**src/rtl/my_1bit_alu_v2.sv**
```systemverilog
// my_1bit_alu_v2: one bit slice of a chainable ALU.
// Each operand may be inverted before use. The slice does AND, OR, full-adder
// ADD and XOR. Result and carry are registered on one clock edge. A subtract is
// formed by setting binvert and driving carryIn=1 into the LSB slice.
module my_1bit_alu_v2 (
   input  logic       clk,
   input  logic       rst,
   input  logic       in1,
   input  logic       in2,
   input  logic       carryIn,
   input  logic       ainvert,
   input  logic       binvert,
   input  logic [1:0] op,
   output logic       carryOut,
   output logic       result
);

   logic ea;
   logic eb;
   logic sum;
   logic cout;
   logic result_d;
   logic carry_out_d;
   logic result_q;
   logic carry_out_q;

   // Condition the operands, run the adder unconditionally so the chained carry is always valid, then pick the result.
   always_comb begin
      ea          = in1 ^ ainvert;
      eb          = in2 ^ binvert;
      sum         = ea ^ eb ^ carryIn;
      cout        = (ea & eb) | (ea & carryIn) | (eb & carryIn);
      result_d    = op[1] ? (op[0] ? (ea ^ eb) : sum)
                          : (op[0] ? (ea | eb) : (ea & eb));
      carry_out_d = cout;
   end

   // Output register; reset clears both bits right away, without waiting for a clock edge.
   always_ff @(posedge clk or posedge rst) begin
      if (rst) begin
         result_q    <= 1'b0;
         carry_out_q <= 1'b0;
      end else begin
         result_q    <= result_d;
         carry_out_q <= carry_out_d;
      end
   end

   assign result   = result_q;
   assign carryOut = carry_out_q;

endmodule

```
**config.mk**
```make
export PLATFORM = sky130hd
export DESIGN_NAME = my_1bit_alu_v2
export DESIGN_NICKNAME = d
export VERILOG_FILES = /design/src/rtl/my_1bit_alu_v2.sv
export SDC_FILE = /design/constraint.sdc
export NUM_CORES = 1
export LEC_CHECK = 0
export BUFFER_PORTS_ARGS = -buffer_cell sky130_fd_sc_hd__buf_2
export CAP_MARGIN = 5
export CELL_PAD_IN_SITES_DETAIL_PLACEMENT = 0
export CELL_PAD_IN_SITES_GLOBAL_PLACEMENT = 1
export CORE_AREA = 4 4 41 43
export CTS_CLUSTER_DIAMETER = 30
export CTS_CLUSTER_SIZE = 10
export DETAILED_ROUTE_END_ITERATION = 8
export DIE_AREA = 0 0 45 47
export PLACE_DENSITY = 0.39
export SLEW_MARGIN = 15
export SYNTH_ARGS = -nofsm -noshare
export SYNTH_HDL_FRONTEND = slang
export SYNTH_SLANG_ARGS = --single-unit
```
**constraint.sdc**
```tcl
create_clock -name clk -period 0.8 [get_ports clk]
set_clock_uncertainty 0.15 [all_clocks]
set_input_delay 0.04 -clock clk [delete_from_list [all_inputs] [get_ports clk]]
set_output_delay 0.04 -clock clk [all_outputs]
set_load 0.02 [all_outputs]
```
### After elaboration in Yosys (flattened, before gate mapping)

Index checks and enable logic that the tools add are counted.

* flip-flop bits (word level): 2
* bits in latches: 0
* bits in writable memories: 0
* memory bits (read-only): 0
* output and inout bits: 2
* memories kept: 0

* add/subtract/negate cells: 0
* $mul: 0
* div/mod/pow operators: 0
* magnitude comparators: 0
* equality and inequality tests: 0
* shift operators: 0
* multiplexer cells: 3
* bitwise gates (word level): 10
* reductions and logical operators: 0

Operators by type and width (number)
* $xor 1x1->1: 4
* $and 1x1->1: 3
* $mux 1: 3
* $or 1x1->1: 3

### Longest topological paths before layout

* depth in word-level cells: 5
* depth in mapped cells: 5
* depth with buffers taken out: 5

### Least setup slack after synthesis

OpenSTA, ideal clock, no wires.

* path type: input to register
* start: input ainvert
* end: register result_q (netlist: result)
* setup time: 0.138 ns
* arrival time: 1.181 ns
* data required time: 0.512 ns
* path slack: -0.669 ns
* stages: 3
* path through: xor2_1 -> fa_1 -> mux4_2

* cells in the longest elaborated chain, start to end: 5
* elaborated cells on any way between the ends: 8

Ends and longest elaborated chain
* start, declared: line 11 `input logic ainvert,`
* $xor 1x1->1 *: line 29 `ea = in1 ^ ainvert;`
* $xor 1x1->1: line 31, 33
* $xor 1x1->1: line 31 `sum = ea ^ eb ^ carryIn;`
* $mux 1: line 33 `result_d = op[1] ? (op[0] ? (ea ^ eb) : sum)`
* $mux 1 *: line 33
* via result_d: line 22 `logic result_d;`
* end signal, assigned: line 44 `result_q <= result_d;`
* end, declared: line 24 `logic result_q;`

The timed path passes the listed nets; every way through them passes the cells marked *.

### Worst setup path in the final report

* start: input in1
* end: register result_q (netlist: result)

* cells in the longest elaborated chain, start to end: 5
* elaborated cells on any way between the ends: 8

Ends and longest elaborated chain
* start, declared: line 8 `input logic in1,`
* $xor 1x1->1 *: line 29
* $xor 1x1->1: line 31, 33
* $xor 1x1->1: line 31
* $mux 1: line 33
* $mux 1 *: line 33
* via result_d: line 22

Marked as above.

==> metrics.csv <==
metric,value,unit
outcome,finished with violations,
failing checks,"hold timing, setup timing",
Starting DRT DRC Count,0,
# Post-CTS Setup Buffers,0,
Fin. Hold Viols,2,
post-route setup slack,-479,ps
Initial Utilization,11.5,%
RSZ-0062 raised after global routing,yes,
drc violations,0,
Clock Pin Slew Worst Setup and Hold Paths,30,ps
syn_area_per_cell,12.5,um^2
GP Congestion,0.568,
Tcrit/Tclk final,160,%
hold slack,-57.2,ps
register area share after synthesis,33.3,%
Slew HR,90.6,%
IO buf count,10,
die height,47,um
Pleak,0.000168,uW
Peak VDD IR,352,uV
crit path time final,1280,ps
first-pass GRT wire length,565,um
most area-consuming cells after synthesis,"dfrtp_1 33%, ha_1 17%, mux4_2 15%",
"antenna viol nets, final",0,
vias per cell,3.26,
Synth Area in Simple Gates,0,%
CTS Buf Count,3,
CP Data Arrival Time,1220,ps
gr usage total,4.28,%
total gr overflow,0,
clk root buf,clkbuf_4,
nets,42,
Worst setup SP type,input port,
mapped cell area,150,um^2
critical path required time,740,ps
"Core Util, Final",27.0,%
ANT cells,0,
CTS max path bufs,2,
most frequent cells in the layout,"4 x inv_1, 4 x buf_6, 4 x buf_2, 3 x clkbuf_4",
synth unique cells,6,
sum of net half-perimeters after detailed placement,273,um
register bit count reported by yosys,2,
DRT Wirelength,297,um
post-synth top area share,33.3,%
cts hold-fix bufs,1,
power density cells,1550,nW/um^2
fmax,0.782,GHz
largest family of logic cells by synthesized area,adder cells,
P&R area growth vs syn,134,%
Mapped Cells,12,
core area,1300,um^2
routed len/inst,6.91,um
vias in the first global route,162,
Row Count,13,
max_cap viols,0,
antenna violations before repair,0,
final setup vio count,3,
I/O pin count,11,
Crit Path Class,input port to register,
Yosys warnings,0,
Post-Synth XOR/XNOR Area,11.7,%
Worst setup EP type,register,
Final Max Slew Viols,0,
largest net degree at the start of global routing,3,
Syn Nets,24,
die width,45,um
total number of vias,140,
Synth Area in Adders,30.0,%
CTS tree,yes,
Max H-tree Level,1,
drt pass-1 iters,1,
Hold Crit Class,input port to register,
Synth Area in Compound Gates,0,%
share of cells above drive strength 1,67.9,%
mux contribution to synthesized area,15.0,%
Sink Count,2,
cell taking the most area after synthesis,dfrtp_1,
Crit Path Max Fanout,2,
die area,2120,um^2
Worst-Margin Slew,141,ps
[final cells by class]
cell class / count / area, um^2
Fill cell: 148 / 950
Multi-Input combinational cell: 6 / 125
Timing Repair Buffer: 13 / 120
Sequential cell: 2 / 50.0
Clock buffer: 3 / 22.5
Tap cell: 15 / 18.8
Inverter: 4 / 15.0
[timing repair]
item	in CTS	in global routing
setup endpoints to repair	4	3
endpoints found under the hold margin	4	2
gates resized for setup	10	5
pin swaps	2	2
[per-stage QoR]
stage / cells / area (um^2) / setup WS, ps / power, uW / setup TNS [ps]
CTS: 43 / 324 / -489 / 553 / -709
detailed placement: 39 / 260 / -745 / 280 / -1010
floorplan: 12 / 176 / -578 / 207 / -641
global route: 43 / 352 / -508 / 589 / -745
global placement: 39 / 260 / -742 / 279 / -991
finish: 43 / 352 / -479 / 546 / -670
[per-layer routing]
metal | routed length [um] | global-route usage, %
met5 | 0 | 0
met4 | 0 | 7.02
met3 | 41 | 1.15
met2 | 156 | 6.21
met1 | 99 | 3.89
[final timing paths]
check,start,endpoint,depth (start not counted)
max,in1,result$_DFF_PP0_,4
min,op[1],result$_DFF_PP0_,2
max in group asynchronous,rst,result$_DFF_PP0_,3
min in group asynchronous,rst,carryOut$_DFF_PP0_,3
[worst max-delay path, stage by stage]
cell    delay [ps]
buf_8          100
xor2_4         180
fa_2           440
mux4_2         450
[cells in the mapped netlist (all sizes together)]
cell	number
inv	4
dfrtp	2
ha	2
xor2	2
fa	1
mux4	1
[kinds of logic after synthesis]
group / count (synthesis)
buf+inv: 4
fa+ha+maj: 3
xor+xnor: 2
flops: 2
mux: 1
[registers in the layout, indices dropped and copies added, names as in the netlist]
name and cells:
carryOut 1, result 1
[power by group]
group          internal [uW]  switching [uW]  total [uW]
sequential               120            7.02         127
clock                    165            51.7         217
combinational            123            79.5         202
total                    407             138         546
Note: power is estimated with default switching activity, not from simulation.
